$ cat config.mk
export PLATFORM = sky130hd
export DESIGN_NAME = cube_sum_acc
export DESIGN_NICKNAME = d
export VERILOG_FILES = /design/src/rtl/cube_pkg.sv /design/src/rtl/cube_sum_adder.sv /design/src/rtl/cube_sum_acc.sv
export SDC_FILE = /design/constraint.sdc
export NUM_CORES = 1
export LEC_CHECK = 0
export BUFFER_PORTS_ARGS = -buffer_cell sky130_fd_sc_hd__buf_2
export CELL_PAD_IN_SITES_DETAIL_PLACEMENT = 1
export CELL_PAD_IN_SITES_GLOBAL_PLACEMENT = 2
export CORE_ASPECT_RATIO = 1.25
export CORE_MARGIN = 3
export CORE_UTILIZATION = 31
export CTS_CLUSTER_SIZE = 28
export DETAILED_ROUTE_END_ITERATION = 10
export GPL_ROUTABILITY_DRIVEN = 0
export PLACE_DENSITY = 0.83
export SETUP_SLACK_MARGIN = 0.15
export SYNTH_ARGS = -nofsm -noshare
export SYNTH_HDL_FRONTEND = slang
export SYNTH_SLANG_ARGS = --single-unit
export TNS_END_PERCENT = 1
$ cat constraint.sdc
create_clock -name clk -period 6.2 [get_ports clk]
set_clock_uncertainty 0.05 [all_clocks]
set_input_delay 0.62 -clock clk [delete_from_list [all_inputs] [get_ports clk]]
set_output_delay 0.62 -clock clk [all_outputs]
set_load 0.02 [all_outputs]
$ cat src/rtl/cube_pkg.sv
// Constants shared between the cube unit and its downstream accumulator:
// cube result width and the two-state encoding of the accumulator FSM.
package cube_pkg;

    localparam int CUBE_W = 24;

    localparam logic ACCUM = 1'b0;
    localparam logic HOLD  = 1'b1;

endpackage

$ cat src/rtl/cube_sum_adder.sv
// Combinational accumulator adder with carry-out; build option CUBE_SUM_SAT_EN
// selects clamping to all-ones on carry instead of modulo wrap.
module cube_sum_adder
    import cube_pkg::*;
#(
    parameter int IN_W  = CUBE_W,
    parameter int SUM_W = 32
) (
    input  logic [SUM_W-1:0] i_acc,
    input  logic [IN_W-1:0]  i_cube,
    output logic [SUM_W-1:0] o_sum,
    output logic             o_carry
);

    logic [SUM_W:0] w_full;

    assign w_full  = {1'b0, i_acc} + {{(SUM_W + 1 - IN_W){1'b0}}, i_cube};
    assign o_carry = w_full[SUM_W];

`ifdef CUBE_SUM_SAT_EN
    // Once clamped, any further non-zero term carries again and stays clamped.
    assign o_sum = o_carry ? {SUM_W{1'b1}} : w_full[SUM_W-1:0];
`else
    assign o_sum = w_full[SUM_W-1:0];
`endif

endmodule

$ cat src/rtl/cube_sum_acc.sv
// Sums N_TERMS cube results per frame and offers the sum on a valid/ready
// output register. Overflow mode is set by the CUBE_SUM_SAT_EN build option.
//
// Handshakes: a term transfers on a rising edge where in_valid && in_ready;
// a sum transfers on a rising edge where sum_valid && sum_ready. in_ready is
// high only in ACCUM, so no term is accepted while a sum is waiting.
module cube_sum_acc
    import cube_pkg::*;
#(
    parameter int N_TERMS = 4,
    parameter int IN_W    = CUBE_W,
    parameter int SUM_W   = 32
) (
    input  logic             clk,
    input  logic             rst,
    input  logic [IN_W-1:0]  in_cube,
    input  logic             in_valid,
    output logic             in_ready,
    output logic [SUM_W-1:0] sum_out,
    output logic             sum_valid,
    input  logic             sum_ready,
    output logic             sum_ovf,
    output logic [7:0]       term_count,
    output logic             dbg_state
);

    localparam logic [7:0] LAST_IDX = 8'(N_TERMS - 1);

    logic             r_state;
    logic             w_state_nxt;
    logic [SUM_W-1:0] r_acc;
    logic [7:0]       r_count;
    logic             r_ovf;
    logic [SUM_W-1:0] r_sum;
    logic             r_sum_ovf;
    logic             r_sum_valid;

    logic [SUM_W-1:0] w_sum;
    logic             w_carry;
    logic             w_accept;
    logic             w_last;

    cube_sum_adder #(
        .IN_W  (IN_W),
        .SUM_W (SUM_W)
    ) u_adder (
        .i_acc   (r_acc),
        .i_cube  (in_cube),
        .o_sum   (w_sum),
        .o_carry (w_carry)
    );

    assign w_accept = in_valid && (r_state == ACCUM);
    assign w_last   = w_accept && (r_count == LAST_IDX);

    always_ff @(posedge clk) begin
        if (rst) begin
            r_state <= ACCUM;
        end else begin
            r_state <= w_state_nxt;
        end
    end

    always_comb begin
        w_state_nxt = r_state;
        case (r_state)
            ACCUM:   if (w_last)    w_state_nxt = HOLD;
            HOLD:    if (sum_ready) w_state_nxt = ACCUM;
            default: w_state_nxt = ACCUM;
        endcase
    end

    always_comb begin
        in_ready = (r_state == ACCUM);
    end

    always_ff @(posedge clk) begin
        if (rst) begin
            r_acc       <= '0;
            r_count     <= '0;
            r_ovf       <= 1'b0;
            r_sum       <= '0;
            r_sum_ovf   <= 1'b0;
            r_sum_valid <= 1'b0;
        end else if (w_last) begin
            // Closing term: publish the sum and start the next frame clean.
            r_sum       <= w_sum;
            r_sum_ovf   <= r_ovf | w_carry;
            r_sum_valid <= 1'b1;
            r_acc       <= '0;
            r_count     <= '0;
            r_ovf       <= 1'b0;
        end else if (w_accept) begin
            r_acc   <= w_sum;
            r_count <= r_count + 8'd1;
            r_ovf   <= r_ovf | w_carry;
        end else if ((r_state == HOLD) && sum_ready) begin
            r_sum_valid <= 1'b0;
        end
    end

    assign sum_out    = r_sum;
    assign sum_valid  = r_sum_valid;
    assign sum_ovf    = r_sum_ovf;
    assign term_count = r_count;
    assign dbg_state  = r_state;

endmodule

==> results of run 1 <==
## worst reg2reg max path, stage by stage, from the launching register on
cell	delay, ns
sky130_fd_sc_hd__dfxtp_1	0.31
sky130_fd_sc_hd__ha_1	0.22
sky130_fd_sc_hd__fa_1	0.42
sky130_fd_sc_hd__a21oi_1	0.26
sky130_fd_sc_hd__o21ai_2	0.13
sky130_fd_sc_hd__a221oi_1	0.55
sky130_fd_sc_hd__o21ai_1	0.26
sky130_fd_sc_hd__a221oi_2	0.39
sky130_fd_sc_hd__or4_1	0.17
sky130_fd_sc_hd__nand3_1	0.06
## power by group through the flow
stage / Clock (W) / Sequential [W] / Combinational, W
floorplan: 0 / 0.000547 / 0.000260
global placement: 0 / 0.000544 / 0.000351
detailed placement: 0 / 0.000546 / 0.000358
CTS: 0.000624 / 0.000535 / 0.000363
global route: 0.000636 / 0.000539 / 0.000405
finish: 0.000610 / 0.000535 / 0.000361
## metal layers
| layer | routed length, um | GRT usage | part of all wire |
|---|---|---|---|
| met1 | 5790 | 0.200 | 0.44 |
| met4 | 338 | 0.0859 | 0.025 |
| met3 | 433 | 0.0250 | 0.033 |
| met2 | 6720 | 0.317 | 0.51 |
| met5 | 0 | 0 | 0 |
## cells in the final DEF (no fill, tap or decap), types with 12 or more instances in the layout
cell / synthesis / final
sky130_fd_sc_hd__nand2_1: 104 / 104
sky130_fd_sc_hd__dfxtp_1: 76 / 76
sky130_fd_sc_hd__a21oi_1: 72 / 72
sky130_fd_sc_hd__buf_2: 6 / 71
sky130_fd_sc_hd__nor2_1: 38 / 37
sky130_fd_sc_hd__ha_1: 25 / 25
sky130_fd_sc_hd__o21ai_0: 19 / 19
sky130_fd_sc_hd__nand3_1: 16 / 16
sky130_fd_sc_hd__xor2_1: 16 / 16
sky130_fd_sc_hd__xnor2_1: 14 / 14
sky130_fd_sc_hd__or4_1: 12 / 12
## through the flow
stage | power (W) | area, um^2 | hold slack, ns
2_1_floorplan | 0.000808 | 4300 | 0.390
3_3_place_gp | 0.000895 | 4790 | 0.393
3_5_place_dp | 0.000904 | 4790 | 0.398
4_1_cts | 0.00152 | 5130 | 0.406
5_1_grt | 0.00158 | 5130 | 0.433
6_report | 0.00151 | 5130 | 0.402
## kinds of logic (layout without fill, tap and decap cells)
family | Yosys count | count (layout) | share of synthesized area
XOR/XNOR | 30 | 30 | 0.0611
flip-flops | 76 | 76 | 0.354
AND/OR/NAND/NOR | 223 | 223 | 0.245
AO/OA/AOI/OAI | 150 | 150 | 0.222
adder cells (fa/ha/maj) | 26 | 26 | 0.0774
buffers and inverters | 44 | 104 | 0.0405
## state kept, by name, summed over array words and instances, names as in the netlist
| name | count |
|---|---|
| term_count | 8 |
| dbg_state | 1 |
| r_ovf | 1 |
| sum_out | 32 |
| r_acc | 32 |
| sum_ovf | 1 |
| sum_valid | 1 |
## worst paths after layout
check                             to                    start  cells past startpoint
max reg2reg   r_acc[20]$_SDFFE_PP0P_    r_acc[0]$_SDFFE_PP0P_                      9
min reg2reg  sum_out[3]$_SDFFE_PP0P_  sum_out[3]$_SDFFE_PP0P_                      2
min          sum_out[3]$_SDFFE_PP0P_  sum_out[3]$_SDFFE_PP0P_                      2
max           r_acc[20]$_SDFFE_PP0P_               in_cube[0]                     10
## area by class of cell
type,instances,area share
inverters,11,0.00805
well taps,171,0.0417
multi-input cells,429,0.509
clock buffers,10,0.0447
clock inverters,6,0.0220
repair buffers,77,0.0781
flip-flops and latches,76,0.297
==> results.txt, run 1 <==
The flow ran to the end, and the final reports show no timing, DRC or antenna violations. Across the VDD grid, the largest voltage drop is 0.137 mV. Headroom to the max-slew limit came out at 0.498.

The analysis attributes to net switching a power of 0.000469 W. The maximum number of pins on one net before global-route repair came out at 50. Before CTS, the worst setup slack after placement is 2.84 ns. The count of cells resized by post-cts repair came out at 0. The die area is 0.0153 mm^2.

The required arrival time at the worst endpoint is 6.37 ns. Clock tree synthesis selected as its root buffer the cell sky130_fd_sc_hd__clkbuf_16. The worst setup path is captured at a register. In the final layout, the multi-input gates occupy 0.00261 mm^2. The number of placed instances with taps included is 764. Summing every instance area after synthesis gives 0.00430 mm^2.

The buffer and inverter count on the worst path is 1. The buffer depth of the longest clock path is 2. The main flop type after synthesis is sky130_fd_sc_hd__dfxtp_1. The final critical-path share of the clock period came out at 0.488. The total number of vias came out at 4205. The portion of the post-synthesis area used by sequential elements came out at 0.354. Of the post-synthesis cell area, the dominant cell type holds 0.354. The number of clock sinks came out at 76.

The count of nets left with antenna violations once routing finished came out at 0. The register-to-register path setup slack is 3.25 ns. The slack of the critical path is 3.18 ns.

The global-route congestion overflow total came out at 0. After synthesis, the most frequently instantiated cells are sky130_fd_sc_hd__nand2_1 (104), sky130_fd_sc_hd__dfxtp_1 (76), sky130_fd_sc_hd__a21oi_1 (72), sky130_fd_sc_hd__nor2_1 (38), sky130_fd_sc_hd__ha_1 (25). The share of power burned in registers came out at 0.355. The effective utilization at floorplan came out at 0.321.

For this design the top-level I/O count stands at 72. Yosys instantiated no cell more often than sky130_fd_sc_hd__nand2_1. After synthesis the netlist holds a flip-flop and latch count of 76. The combinational fraction of design power is 0.240. The count of distinct cell types in the synthesized netlist is 53. TritonCTS built the clock tree. Buffers placed on the I/O ports in this run total 71. Setup repair after global routing left no endpoint under its margin. The footprint of the flip-flops and latches is 0.00152 mm^2. The kind of launch point of the worst setup path is a primary input. The number of iterations in the first detailed-routing pass came out at 4. The number of pins with negative max-slew slack in the final report came to 0. The total negative slack is 0 ns. The die height is 138 um. In this run the worst path has a maximum fanout of 4. The critical path goes through buf_2, ha_1, fa_1, a21oi_1, o21ai_2, a221oi_1, o21ai_1, a221oi_2, or4_1, nand3_1.

The total number of yosys warnings came out at 0. The routed design has 13300 um of wire. The count of endpoints failing hold in the final timing report was 0.

For this block, the initial DRC count from the detailed router was 89. After clock tree synthesis, the flow added hold-fix buffers numbering 0. The number of placement rows came out at 47. The number of antenna violations at the first check in global routing was 0. The share of flip-flops with an asynchronous set or reset is 0. In this run the number of H-tree levels came out at 3. The largest individual stage delay along the critical path comes from the cell sky130_fd_sc_hd__a221oi_1. The post-synthesis instance total came out at 549. The switching share of power came out at 0.311. The via-per-instance ratio is 5.39.

The via count of the first global-routing pass came out at 4461. The total clock buffers created by CTS is 9. For this design the static power due to leakage is 2.13 nW. The data arrival time at the worst-slack endpoint is 3.20 ns. The final routed wire length divided by cell count is 17.0 um. The shortest clock period the worst path allows after layout came out at 3.02 ns. The worst setup path is of the primary input to register kind. For this run, the total global-route usage over all layers was measured as 0.174.

The worst-margin pin slew came out at 0.752 ns. The post-route DRC violation count came out at 0. The area of the placeable core is 0.0134 mm^2. The antenna cell count came out at 0. The net count after synthesis is 603.

The fmax came out at 0.331 GHz. Buffers added to address setup during post-CTS repair amount to 0. The number of enable flip-flop cells after synthesis came out at 0. The average instance in the mapped netlist occupies 7.83 um^2.

The total of max-cap violations came out at 0. The layout has 1662 filler cells. The number of standard cells in the final layout excluding fillers is 780.

Setup violations remaining at the end of the flow were counted as 0. The clock latency at the later pin of the worst-skew pair came out at 0.34 ns. By area the synthesized netlist is led by sky130_fd_sc_hd__dfxtp_1 (35%), sky130_fd_sc_hd__nand2_1 (9.1%), sky130_fd_sc_hd__a21oi_1 (8.4%). The share of total power in the clock network came out at 0.405. The design internal power is 0.00104 W. The fraction of final layout cells sized beyond drive strength 1 is 0.171.

The die extent in x came out at 111 um. The largest total area in the synthesized netlist belongs to sky130_fd_sc_hd__dfxtp_1. At the end of the flow the core is filled with cells to 0.382. The class of the tightest hold or removal check is register to register. The count of nets after finishing came out at 658. The cell family contributing the most delay on the critical path is compound AO/OA/AOI/OAI gates. The detailed-placement wirelength estimate came out at 9590 um.

The signed area change from the synthesized netlist to the final layout came out at 19.3%. The largest single stage delay on the critical path is 0.55 ns. The wire length of the first global-routing pass came out at 21700 um. The clock input transition at the sequential cells of the worst setup and hold paths is 0.06 ns. The ratio of total power to cell area is 294 mW/mm^2.
Note: power is estimated with default switching activity, not from simulation.
==> run 2: changes to the inputs <==
--- a/config.mk
+++ b/config.mk
@@ -10,11 +10,11 @@
 export CELL_PAD_IN_SITES_GLOBAL_PLACEMENT = 2
 export CORE_ASPECT_RATIO = 1.25
 export CORE_MARGIN = 3
-export CORE_UTILIZATION = 31
+export CORE_UTILIZATION = 30
 export CTS_CLUSTER_SIZE = 28
 export DETAILED_ROUTE_END_ITERATION = 10
 export GPL_ROUTABILITY_DRIVEN = 0
-export PLACE_DENSITY = 0.83
+export PLACE_DENSITY = 0.84
 export SETUP_SLACK_MARGIN = 0.15
 export SYNTH_ARGS = -nofsm -noshare
 export SYNTH_HDL_FRONTEND = slang
==> constraint.sdc (replaced) <==
create_clock -name clk -period 2.42 [get_ports clk]
set_clock_uncertainty 0.05 [all_clocks]
set_input_delay 0.242 -clock clk [delete_from_list [all_inputs] [get_ports clk]]
set_output_delay 0.242 -clock clk [all_outputs]
set_load 0.02 [all_outputs]
==> run 2 against run 1 <==
  * Hold slack lost 0.26 ns
  * Final cell count rose by 7.9%
  * Sequential share of layout area decreased by 4.1 points
  * Final area rose by 16%
  * Critical path depth increased by 1
  * First-iteration DRC count grew 110%
  * Sequential power increased to 2.6 times the previous value
  * Flip-flop and latch count unchanged
  * Total power rose to 2.8 times the previous value
  * Routed wire length is 14% higher
  * Via count is 7.2% higher
==> results.txt, run 2 (same netlist as run 1, synthesis figures left out) <==
The flow ran to the end, and the final reports show no timing, DRC or antenna violations. The cell occurring most often along the worst timing path is sky130_fd_sc_hd__a21oi_4. The slowest stage of the critical path is the sky130_fd_sc_hd__fa_2 cell.

Derived from the worst setup path, the maximum achievable clock frequency is 0.415 GHz. The wire length of the first global-routing pass came out at 24300 um. In the layout the commonest cells are sky130_fd_sc_hd__nand2_1 (101), sky130_fd_sc_hd__dfxtp_1 (74), sky130_fd_sc_hd__buf_2 (71). The final routed wire length divided by cell count is 18.0 um. The worst setup path is of the register to register kind. The data arrival time at the worst-slack endpoint came out at 2.58 ns. The headroom to the max-slew limit is 0.526. Setup repair after global routing could not meet its margin everywhere.

The required arrival time at the worst endpoint is 2.59 ns. Across the run, the number of max-cap violations was 0. In this run, CTS created clock tree buffers numbering 9. The overall power is 0.00424 W. The minimum hold slack came out at 0.140 ns. The total cell area at the placement stage is 0.00522 mm^2.

The share of total power in the clock network came out at 0.346. The count of endpoints failing setup in the final report is 0. The power spent charging and discharging nets is 0.00138 W. The via count of the first global-routing pass is 4893. For the pin with the worst max-slew slack, the measured transition is 0.709 ns. The final critical-path share of the clock period came out at 0.995. The fraction of final layout cells sized beyond drive strength 1 came out at 0.310. The maximum number of pins on one net before global-route repair is 40. In this run the deepest clock path goes through 2 buffers.

The number of pins with negative max-slew slack in the final report is 0. The share of power burned in registers is 0.326. The number of antenna violations at the first check in global routing is 0.

The quantity of hold-fixing buffers added after cts came out at 0. The detailed-placement wirelength estimate came out at 10800 um. TritonCTS built the clock tree. The die extent in x came out at 113 um. The total number of vias came out at 4508.

The number of fill cells is 1694. After floorplanning, the core was divided into 48 placement rows. The post-route antenna net violation count came out at 0. The design internal power came out at 0.00285 W. The min-delay analysis places its worst path in the category primary input to register. The global-route congestion overflow total came out at 0. The worst setup path is captured at a register.

For this run, the share of the core covered by cells in the final layout is 0.428. In this run the critical register-to-register path is launched from r_acc[0]$_SDFFE_PP0P_. Port buffering added 71 buffers.

The antenna cell count came out at 0. The library cell used most frequently in the layout, excluding fill and tap cells, is sky130_fd_sc_hd__nand2_1. The number of clock sinks came out at 76. The post-route DRC violation count is 0. The number of placed instances with taps included came out at 817.

The number of iterations in the first detailed-routing pass is 4. In this design, the stage delay of the slowest critical-path cell is 0.36 ns. The number of DRC markers in iteration 0 came out at 188. The buffer and inverter count on the worst path is 2. The kind of cell adding the most delay to the critical path is compound AO/OA/AOI/OAI gates. The via-per-instance ratio is 5.35. The maximum net fanout on the critical path came out at 4.

The combinational fraction of design power is 0.329. The kind of launch point of the worst setup path is a register. The number of primary I/O pins came out at 72. The leakage power came out at 2.46 nW. The CTS root buffer is sky130_fd_sc_hd__clkbuf_16.

The final design area excluding fillers came out at 0.00596 mm^2. The ratio of total power to cell area is 710 mW/mm^2. The count of nets after finishing came out at 717. The initial utilization of the core area, before any placement, comes to 0.309. The clock input transition at the sequential cells of the worst setup and hold paths came out at 0.06 ns. The area of the placeable core came out at 0.0139 mm^2. The die covers 0.0158 mm^2.

The overall track demand over capacity in global routing is 0.189. The total wirelength of the detailed-routed design came out at 15200 um. Traced cell by cell, the critical path runs through ha_4, fa_2, a21oi_4, o21ai_4, a21oi_4, o211ai_4, a21oi_4, buf_4, buf_4, nor3_4, o31a_1. From synthesis to final layout, the design area changed by 38.7%.

The worst-case vdd ir drop came out at 0.404 mV. The startpoint of the tightest hold check path is sum_ready. The shortest clock period the worst path allows after layout came out at 2.41 ns.

Of the total power, the share spent switching nets is 0.327. The die height is 140 um. The count of endpoints failing hold in the final timing report is 0. The count of cells in the finished layout, fillers not included, comes to 842. The H-tree depth is 3. The beginning of the critical path is r_acc[0]$_SDFFE_PP0P_. Clock latency on the worst-skew pair, taken at its later pin, is 0.33 ns.
==> run 2: cell types whose count changed in the layout (fill, tap and decap cells not counted), sizes merged <==
| cell | before | now |
|---|---|---|
| a21oi | 74 | 75 |
| clkinv | 3 | 2 |
| clkbuf | 10 | 11 |
| buf | 77 | 135 |
| bufinv | 3 | 2 |
==> run 2: worst register-to-register path: stages, from the launching register on <==
cell and delay (ns):
sky130_fd_sc_hd__dfxtp_2 0.33, sky130_fd_sc_hd__ha_4 0.16, sky130_fd_sc_hd__fa_2 0.36, sky130_fd_sc_hd__a21oi_4 0.17, sky130_fd_sc_hd__o21ai_4 0.09, sky130_fd_sc_hd__a21oi_4 0.20, sky130_fd_sc_hd__o211ai_4 0.16, sky130_fd_sc_hd__a21oi_4 0.25
sky130_fd_sc_hd__buf_4 0.15, sky130_fd_sc_hd__buf_4 0.11, sky130_fd_sc_hd__nor3_4 0.03, sky130_fd_sc_hd__o31a_1 0.23
==> run 2: what timing repair did <==
action / 4_1_cts / 5_1_grt
setup endpoints to repair: 40 / 42
buffers inserted: 9 / 0
pin swaps: 14 / 22
gates resized for setup: 25 / 37
gates cloned: 1 / 0
==> run 2: cell type report <==
| class | instances | area, um^2 | area share |
|---|---|---|---|
| multi-input combinational | 430 | 3010 | 0.504 |
| sequential | 76 | 1520 | 0.256 |
| timing repair buffer | 135 | 856 | 0.143 |
| clock buffer | 11 | 243 | 0.0407 |
| tap | 175 | 219 | 0.0367 |
| clock inverter | 4 | 73.8 | 0.0124 |
| inverter | 11 | 41.3 | 0.00692 |
==> run 2: power by group through the flow <==
stage	Sequential, W	Combinational [W]	Clock (W)
3_3_place_gp	0.00140	0.00108	0
3_5_place_dp	0.00140	0.00111	0
5_1_grt	0.00139	0.00151	0.00154
4_1_cts	0.00138	0.00124	0.00149
6_report	0.00138	0.00139	0.00146
2_1_floorplan	0.00140	0.000686	0
==> run 2: metal layers <==
metal	global-route usage	share of wire
met4	0.0614	0.016
met1	0.218	0.41
met5	0	0
met2	0.348	0.53
met3	0.0361	0.043
==> run 2: through the flow <==
stage | TNS (ns) | setup WS (ns)
finish | 0 | 0.0109
global route | -0.713 | -0.0740
CTS | 0 | 0.00645
detailed placement | -1.58 | -0.154
global placement | -0.362 | -0.0740
floorplan | 0 | 0.157
==> run 2: path summary, 6_finish.rpt <==
check                           cells after the start                      end  slack [ns]
worst min register to register                      2  sum_out[1]$_SDFFE_PP0P_        0.41
worst max-delay path                               11     sum_ovf$_SDFFE_PP0P_        0.01
worst max register to register                     11     sum_ovf$_SDFFE_PP0P_        0.01
worst min-delay path                                3     dbg_state$_SDFF_PP0_        0.14
